--- config.mk ---
export PLATFORM = sky130hd
export DESIGN_NAME = uart_rx_flat
export DESIGN_NICKNAME = d
export VERILOG_FILES = /design/src/rtl/uart_rx_if.sv /design/src/rtl/uart_rx.sv /design/src/flat_wrapper.sv
export SDC_FILE = /design/constraint.sdc
export NUM_CORES = 1
export LEC_CHECK = 0
export BUFFER_PORTS_ARGS = -buffer_cell sky130_fd_sc_hd__buf_2
export CAP_MARGIN = 20
export CORE_ASPECT_RATIO = 1.2
export CORE_UTILIZATION = 33
export CTS_CLUSTER_DIAMETER = 40
export DETAILED_ROUTE_END_ITERATION = 7
export GPL_ROUTABILITY_DRIVEN = 0
export PLACE_DENSITY_LB_ADDON = 0.12
export REMOVE_ABC_BUFFERS = 1
export SYNTH_ARGS = -nofsm -noshare
export SYNTH_HDL_FRONTEND = slang
export SYNTH_SLANG_ARGS = --single-unit
--- constraint.sdc ---
create_clock -name clk -period 2.35 [get_ports clk]
set_input_delay 0.47 -clock clk [delete_from_list [all_inputs] [get_ports clk]]
set_output_delay 0.47 -clock clk [all_outputs]
set_load 0.01 [all_outputs]
--- src/rtl/uart_rx_if.sv ---
// Host-side bundle for the UART receiver: serial line in, byte plus status out.
interface uart_rx_if;
  logic       rx;
  logic       rd_ack;
  logic [7:0] rx_data;
  logic       rx_valid;
  logic       rx_avail;
  logic       parity_err;
  logic       frame_err;
  logic       overrun_err;
  logic       busy;

  // Line driver and host consumer side.
  modport master (
    output rx, rd_ack,
    input  rx_data, rx_valid, rx_avail, parity_err, frame_err, overrun_err, busy
  );

  // Receiver side.
  modport slave (
    input  rx, rd_ack,
    output rx_data, rx_valid, rx_avail, parity_err, frame_err, overrun_err, busy
  );
endinterface

--- src/rtl/uart_rx.sv ---
// UART receiver: 8 data bits LSB-first, odd parity, 1 stop bit, one-deep holding register.
module uart_rx #(
  parameter int unsigned CLK_FREQ  = 1000000,
  parameter int unsigned BAUD_RATE = 9600
) (
  input  logic      clk,
  input  logic      rst,
  uart_rx_if.slave  bus
);

  localparam int unsigned CLKS_PER_BIT = CLK_FREQ / BAUD_RATE;
  localparam int unsigned CNT_W        = $clog2(CLKS_PER_BIT);
  localparam logic [CNT_W-1:0] CNT_MID  = CNT_W'(CLKS_PER_BIT / 2 - 1);
  localparam logic [CNT_W-1:0] CNT_LAST = CNT_W'(CLKS_PER_BIT - 1);

  typedef enum logic [2:0] {
    S_IDLE, S_START, S_DATA, S_PARITY, S_STOP, S_BREAK
  } state_e;

  logic             sync1_q, rx_s_q;
  state_e           state_q, state_d;
  logic [CNT_W-1:0] cnt_q, cnt_d;
  logic [2:0]       bitn_q, bitn_d;
  logic [7:0]       shreg_q, shreg_d;
  logic             perr_q, perr_d;
  logic [7:0]       rx_data_q, rx_data_d;
  logic             rx_valid_q, rx_valid_d;
  logic             rx_avail_q, rx_avail_d;
  logic             parity_err_q, parity_err_d;
  logic             frame_err_q, frame_err_d;
  logic             overrun_q, overrun_d;
  logic             busy_q, busy_d;
  logic             commit;

  // Frame FSM, bit timing and holding-register update.
  always_comb begin
    state_d      = state_q;
    cnt_d        = cnt_q + CNT_W'(1);
    bitn_d       = bitn_q;
    shreg_d      = shreg_q;
    perr_d       = perr_q;
    rx_data_d    = rx_data_q;
    parity_err_d = parity_err_q;
    frame_err_d  = frame_err_q;
    rx_avail_d   = rx_avail_q;
    overrun_d    = overrun_q;
    commit       = 1'b0;

    case (state_q)
      S_IDLE: begin
        cnt_d = '0;
        if (!rx_s_q) state_d = S_START;
      end
      S_START: begin
        if (cnt_q == CNT_MID) begin
          cnt_d   = '0;
          bitn_d  = 3'd0;
          state_d = rx_s_q ? S_IDLE : S_DATA;
        end
      end
      S_DATA: begin
        if (cnt_q == CNT_LAST) begin
          cnt_d   = '0;
          shreg_d = {rx_s_q, shreg_q[7:1]};
          bitn_d  = bitn_q + 3'd1;
          if (bitn_q == 3'd7) state_d = S_PARITY;
        end
      end
      S_PARITY: begin
        if (cnt_q == CNT_LAST) begin
          cnt_d   = '0;
          perr_d  = ~(^shreg_q ^ rx_s_q);
          state_d = S_STOP;
        end
      end
      S_STOP: begin
        if (cnt_q == CNT_LAST) begin
          cnt_d        = '0;
          commit       = 1'b1;
          rx_data_d    = shreg_q;
          parity_err_d = perr_q;
          frame_err_d  = ~rx_s_q;
          state_d      = rx_s_q ? S_IDLE : S_BREAK;
        end
      end
      S_BREAK: begin
        cnt_d = '0;
        if (rx_s_q) state_d = S_IDLE;
      end
      default: begin
        cnt_d   = '0;
        state_d = S_IDLE;
      end
    endcase

    // A commit outranks a coincident acknowledge; only an unacknowledged hold overruns.
    if (commit) begin
      rx_avail_d = 1'b1;
      if (rx_avail_q && !bus.rd_ack)     overrun_d = 1'b1;
      else if (rx_avail_q && bus.rd_ack) overrun_d = 1'b0;
    end else if (bus.rd_ack && rx_avail_q) begin
      rx_avail_d = 1'b0;
      overrun_d  = 1'b0;
    end

    rx_valid_d = commit;
    busy_d     = (state_d != S_IDLE);
  end

  // Synchronizer, state and output registers.
  always_ff @(posedge clk) begin
    if (rst) begin
      sync1_q      <= 1'b1;
      rx_s_q       <= 1'b1;
      state_q      <= S_IDLE;
      cnt_q        <= '0;
      bitn_q       <= 3'd0;
      shreg_q      <= 8'd0;
      perr_q       <= 1'b0;
      rx_data_q    <= 8'd0;
      rx_valid_q   <= 1'b0;
      rx_avail_q   <= 1'b0;
      parity_err_q <= 1'b0;
      frame_err_q  <= 1'b0;
      overrun_q    <= 1'b0;
      busy_q       <= 1'b0;
    end else begin
      sync1_q      <= bus.rx;
      rx_s_q       <= sync1_q;
      state_q      <= state_d;
      cnt_q        <= cnt_d;
      bitn_q       <= bitn_d;
      shreg_q      <= shreg_d;
      perr_q       <= perr_d;
      rx_data_q    <= rx_data_d;
      rx_valid_q   <= rx_valid_d;
      rx_avail_q   <= rx_avail_d;
      parity_err_q <= parity_err_d;
      frame_err_q  <= frame_err_d;
      overrun_q    <= overrun_d;
      busy_q       <= busy_d;
    end
  end

  assign bus.rx_data     = rx_data_q;
  assign bus.rx_valid    = rx_valid_q;
  assign bus.rx_avail    = rx_avail_q;
  assign bus.parity_err  = parity_err_q;
  assign bus.frame_err   = frame_err_q;
  assign bus.overrun_err = overrun_q;
  assign bus.busy        = busy_q;

endmodule
--- src/flat_wrapper.sv ---
// flat-port wrapper written by rule: the top's interface ports become plain ports
module uart_rx_flat 
#(
  parameter int unsigned CLK_FREQ  = 1000000,
  parameter int unsigned BAUD_RATE = 9600
)
  (clk, rst, bus_rx, bus_rd_ack, bus_rx_data, bus_rx_valid, bus_rx_avail, bus_parity_err, bus_frame_err, bus_overrun_err, bus_busy);
  uart_rx_if bus_i ();
  input  logic clk;
  input  logic rst;
  input wire logic [$bits(bus_i.rx)-1:0] bus_rx;
  input wire logic [$bits(bus_i.rd_ack)-1:0] bus_rd_ack;
  output wire logic [$bits(bus_i.rx_data)-1:0] bus_rx_data;
  output wire logic [$bits(bus_i.rx_valid)-1:0] bus_rx_valid;
  output wire logic [$bits(bus_i.rx_avail)-1:0] bus_rx_avail;
  output wire logic [$bits(bus_i.parity_err)-1:0] bus_parity_err;
  output wire logic [$bits(bus_i.frame_err)-1:0] bus_frame_err;
  output wire logic [$bits(bus_i.overrun_err)-1:0] bus_overrun_err;
  output wire logic [$bits(bus_i.busy)-1:0] bus_busy;
  assign bus_i.rx = bus_rx;
  assign bus_i.rd_ack = bus_rd_ack;
  assign bus_rx_data = bus_i.rx_data;
  assign bus_rx_valid = bus_i.rx_valid;
  assign bus_rx_avail = bus_i.rx_avail;
  assign bus_parity_err = bus_i.parity_err;
  assign bus_frame_err = bus_i.frame_err;
  assign bus_overrun_err = bus_i.overrun_err;
  assign bus_busy = bus_i.busy;
  uart_rx #(.CLK_FREQ(CLK_FREQ), .BAUD_RATE(BAUD_RATE)) u_core (.clk(clk), .rst(rst), .bus(bus_i));
endmodule
Word-level counts from Yosys, hierarchy flattened
Cells that the tools add are included.
{ "classes": {"bitwise_logic": 3, "n_addsub": 2, "reduce_logical": 13, "n_mux": 23, "eq_ne": 10} }
{ "op_table": {"columns": ["operator", "n"], "rows": [
  ["2-to-1 mux 3 bit", 10],
  ["one-hot mux 3 bit (6 select lines)", 1],
  ["2-to-1 mux 7 bit", 2],
  ["one-hot mux 7 bit (2 select lines)", 1],
  ["== test 3 bit (second input constant)", 3],
  ["parity 8 bit", 1],
  ["adder 7 x 1 -> 7 bit (second input constant)", 1],
  ["== test 7 x 6 -> 1 bit (second input constant)", 1],
  ["== test 7 bit (second input constant)", 1],
  ["2-to-1 mux 1 bit", 7],
  ["== test 3 x 2 -> 1 bit (second input constant)", 2],
  ["one-hot mux 3 bit (2 select lines)", 1],
  ["AND reduction 2 bit", 3],
  ["inequality test 2 x 1 -> 1 bit (second input constant)", 2],
  ["nonzero test 2 bit", 2],
  ["adder 3 x 1 -> 3 bit (second input constant)", 1],
  ["== test 3 x 1 -> 1 bit (second input constant)", 1],
  ["logical NOT 3 bit", 1],
  ["AND reduction 3 bit", 1],
  ["nonzero test 3 bit", 1],
  ["OR reduction 3 bit", 1],
  ["logical AND 1 bit", 2],
  ["2-to-1 mux 2 bit", 1],
  ["NOT 1 bit", 2],
  ["2 further kinds", 2]
]} }
{ "totals": {"register_bits": 38, "out_inout_bits": 14, "input_bits": 4} }

Depth between registers and ports, before layout
{ "depth": {"ltp_word": 5, "depth_mapped": 8, "mapped_depth_nobuf": 7} }

Worst setup path before layout
OpenSTA, ideal clock, no wires.
{ "synth_path": {"kind": "register -> register", "startpoint": "register u_core.cnt_q[0]", "endpoint": "register u_core.rx_data_q[5] (netlist: u_core.bus.rx_data[5])", "arrival_ns": 1.509, "path_stages_with_launch": 8, "slack_ns": 0.713, "required_ns": 2.222, "path_cell_list": "dfxtp_1 > ha_1 > and2_1 > clkbuf_1 > nand3_1 > buf_2 > mux2i_1 > nor2_1"} }
{ "synth_between": {"elab_chain_len": 2} }
{ "synth_lines": {"columns": ["item", "line", "rtl"], "rows": [
  ["start: declaration", "uart_rx.sv:22", "logic [CNT_W-1:0] cnt_q, cnt_d;"],
  ["start signal: assignment", "uart_rx.sv:131", "cnt_q <= cnt_d;"],
  ["== test 7 bit", "uart_rx.sv:77", "if (cnt_q == CNT_LAST) begin"],
  ["AND reduction 2 bit (no line)", null, null],
  ["end signal: assignment", "uart_rx.sv:135", "rx_data_q <= rx_data_d;"],
  ["end: declaration", "uart_rx.sv:26", "logic [7:0] rx_data_q, rx_data_d;"]
]} }
No other way between the ends.
A chain may end at the register's enable or synchronous reset.

Final worst setup path
{ "layout_path": {"startpoint": "register u_core.cnt_q[0]", "endpoint": "register u_core.busy_q (netlist: u_core.bus.busy)"} }
{ "layout_between": {"elab_chain_len": 4, "elab_cells_between_ends": 8} }
{ "layout_lines": {"columns": ["item", "line", "rtl"], "rows": [
  ["== test 7 bit or == test 7 x 6 -> 1 bit (tied branches)", null, null],
  ["2-to-1 mux 3 bit (on tied branches)", null, null],
  ["one-hot mux 3 bit (6 select lines) (*)", "uart_rx.sv:49", "case (state_q)"],
  ["nonzero test 3 bit (*)", "uart_rx.sv:107", "busy_d = (state_d != S_IDLE);"],
  ["end signal: assignment", "uart_rx.sv:141", "busy_q <= busy_d;"],
  ["end: declaration", "uart_rx.sv:32", "logic busy_q, busy_d;"]
]} }
Mark *: on every way between the ends. The rest lies on a longest branch, timed or not.

==> qor.csv <==
metric,value,unit
outcome,"finished, final reports clean",
P_leak,0.000851,µW
Core Region,4900,µm²
WL per Instance,12.8,µm
reg2reg setup slack,0.57,ns
top post-synthesis cells by area,"dfxtp_1 46%, mux2i_1 9.6%, nor2_1 7.9%, xnor2_1 3.7%, xor2_1 2.6%",
final setup vio count,0,
placed cell area,1810,µm²
crit path DAT,2.00,ns
worst path required time,2.57,ns
share of cells above drive strength 1,20.3,%
worst-path fanout max,7,
TritonCTS buffer count,5,
Yosys warning count,0,
via count,1256,
"commonest non-fill, non-tap cell in the layout",dfxtp_1,
gr ovfl total,0,
fraction of the yosys area taken by sequential cells,45.5,%
Worst Tran Pin Value,0.570,ns
PwrDens,642,nW/µm²
Final ANT Viol Nets,0,
clk root buf,clkbuf_8,
DRC viols,0,
Storage cell area,761,µm²
Peak VDD IR,0.381,mV
Hold EP,u_core.sync1_q,
Final period util,75.7,%
first-pass GRT wire length,5.76,mm
pin count of the biggest net entering global routing,32,
RSZ-0062 raised after global routing,false,
fin crit period,1.78,ns
Post-synth EDFFs,0,
Placed Cells incl. Taps,249,
DIE AREA,5350,µm²
Synth Area per Inst,9.44,µm²
Die Span Y,79.9,µm
reg2reg end,u_core.bus.busy,
final hold viol count,0,
Max Fclk,562,MHz
Layout area overhead,15.4,%
Worst Setup Start Kind,flip-flop,
Worst slew margin,62.0,%
fin nets,203,
total clock sinks,38,
final WL,3.28,mm
HPWL Detailed,2.42,mm
WS Path Type,reg2reg,
boundary pin count,18,
Setup Skew,0.00685,ns
setup TNS,0,ns
max-cap violations,0,
vias in the first global route,1272,
worst min-delay path category,in2reg,
Worst-Skew Late Latency,0.29,ns
Syn Inst Count,177,
async set-reset flop share out of synthesis,0,%
post-synth top area cell,dfxtp_1,
starting DRC count in detailed routing,25,
row count,28,
setup bufs post-CTS,0,
fillcell total,501,
top cell type's share of synthesized area,45.5,%
Initial Utilization,34.1,%
"flops & latches, synth",38,
count of cell types in the netlist,41,
initial antenna violation count,0,
Layout Cells excl Fill,257,
design area,1930,µm²
antenna diode count,0,
hold wc startpoint,bus_rx,
die width,66.9,µm
CP Capture Type,flip-flop,
# hold bufs at CTS,0,
Reg2Reg Depth,6,
hold-critical path depth,2,
max-slew violation count,0,
Critical R2R Launch,u_core.cnt_q[0],
"commonest non-fill, non-tap cells in the layout","38 x dfxtp_1, 35 x nor2_1, 17 x buf_2, 16 x mux2i_1, 8 x a21oi_1",
footprint of the multi-input gates,870,µm²
Main synth FF type,dfxtp_1,
Pre-antenna DRT Iters,4,
Tot GR Track Use,14.4,%
fin util,39.3,%
count of input and output buffers,17,
Clock Path Buffers,2,
register clock-pin slew on the reported worst setup and hold paths,0.08,ns
post_cts resized,0,
CTS tree,built,
H-Tree Level Count,2,
via-per-instance ratio,4.89,
Synth Cell Area,1670,µm²
-- through the flow --
step | power, µW | setup slack [ns] | hold WS [ns]
3_5_place_dp | 697 | 0.558 | 0.396
5_1_grt | 1310 | 0.310 | 0.360
6_report | 1240 | 0.571 | 0.363
2_1_floorplan | 682 | 0.549 | 0.389
4_1_cts | 1260 | 0.546 | 0.358
3_3_place_gp | 697 | 0.576 | 0.394
-- state kept, by name, indices dropped and copies added (netlist names), named ones only --
signal / flops
u_core.bus.rx_data: 8
u_core.shreg_q: 8
u_core.cnt_q: 7
u_core.bitn_q: 3
u_core.state_q: 3
u_core.bus.busy: 1
u_core.bus.frame_err: 1
u_core.bus.parity_err: 1
u_core.bus.rx_avail: 1
u_core.bus.rx_valid: 1
u_core.perr_q: 1
u_core.rx_s_q: 1
u_core.sync1_q: 1
-- kinds of logic (layout without fill, tap and decap cells) --
kind of cell,Yosys count,after routing,synth area share (%)
XOR/XNOR,12,12,6.29
flip-flops,38,38,45.5
AO/OA/AOI/OAI,25,25,10.2
AND/OR/NAND/NOR,72,72,23.1
buffers and inverters,10,30,2.40
multiplexers,17,17,10.3
adder cells (fa/ha/maj),3,3,2.25
-- critical path, stage by stage (launching register included) --
cell      delay (ns)
dfxtp_1         0.36
ha_1            0.22
and2_1          0.26
nand3_1         0.31
o211ai_1        0.34
nor3b_1         0.09
o21bai_1        0.15
-- report_power, final --
part / switching [µW] / internal [µW]
combinational: 18.1 / 10.7
clock: 239 / 316
sequential: 5.82 / 647
total: 263 / 974
-- Yosys cell counts, types with 3 or more instances --
library cell / count
xor2_1: 5
nand2_1: 4
clkbuf_1: 3
o21ai_0: 3
nor2_1: 35
inv_1: 3
a21oi_1: 8
mux2i_1: 16
o211ai_1: 3
xnor2_1: 7
ha_1: 3
dfxtp_1: 38
nand2b_1: 4
nor2b_1: 4
nand3_1: 6
-- per-layer routing --
metal / routed length (µm) / vias to the layer above / share of wire (%) / track usage, %
li1: - / 646 / - / -
met4: 51 / 0 / 1.6 / 4.47
met3: 138 / 5 / 4.2 / 4.14
met1: 1400 / 583 / 43 / 16.2
met2: 1690 / 22 / 51 / 25.7
met5: 0 / - / 0 / 0
-- worst max path at each step --
stage / from / endpoint / slack, ns / cells past startpoint
after floorplan: u_core.cnt_q[0] / u_core.bus.busy / 0.55 / 6
after global placement: u_core.cnt_q[0] / u_core.bus.busy / 0.58 / 6
after detailed placement: u_core.cnt_q[0] / u_core.bus.busy / 0.56 / 6
after CTS: u_core.cnt_q[0] / u_core.bus.busy / 0.55 / 6
after global routing: u_core.cnt_q[0] / u_core.bus.busy / 0.31 / 6
final: u_core.cnt_q[0] / u_core.bus.busy / 0.57 / 6
-- area by class of cell --
class                   count  share of cell area [%]
multi-input cells         129                    45.1
flip-flops and latches     38                    39.5
repair buffers             18                    4.81
well taps                  60                    3.90
clock buffers               5                    3.57
clock inverters             3                    2.34
inverters                   4                   0.779
No activity file was read; power rests on OpenSTA's default activity.
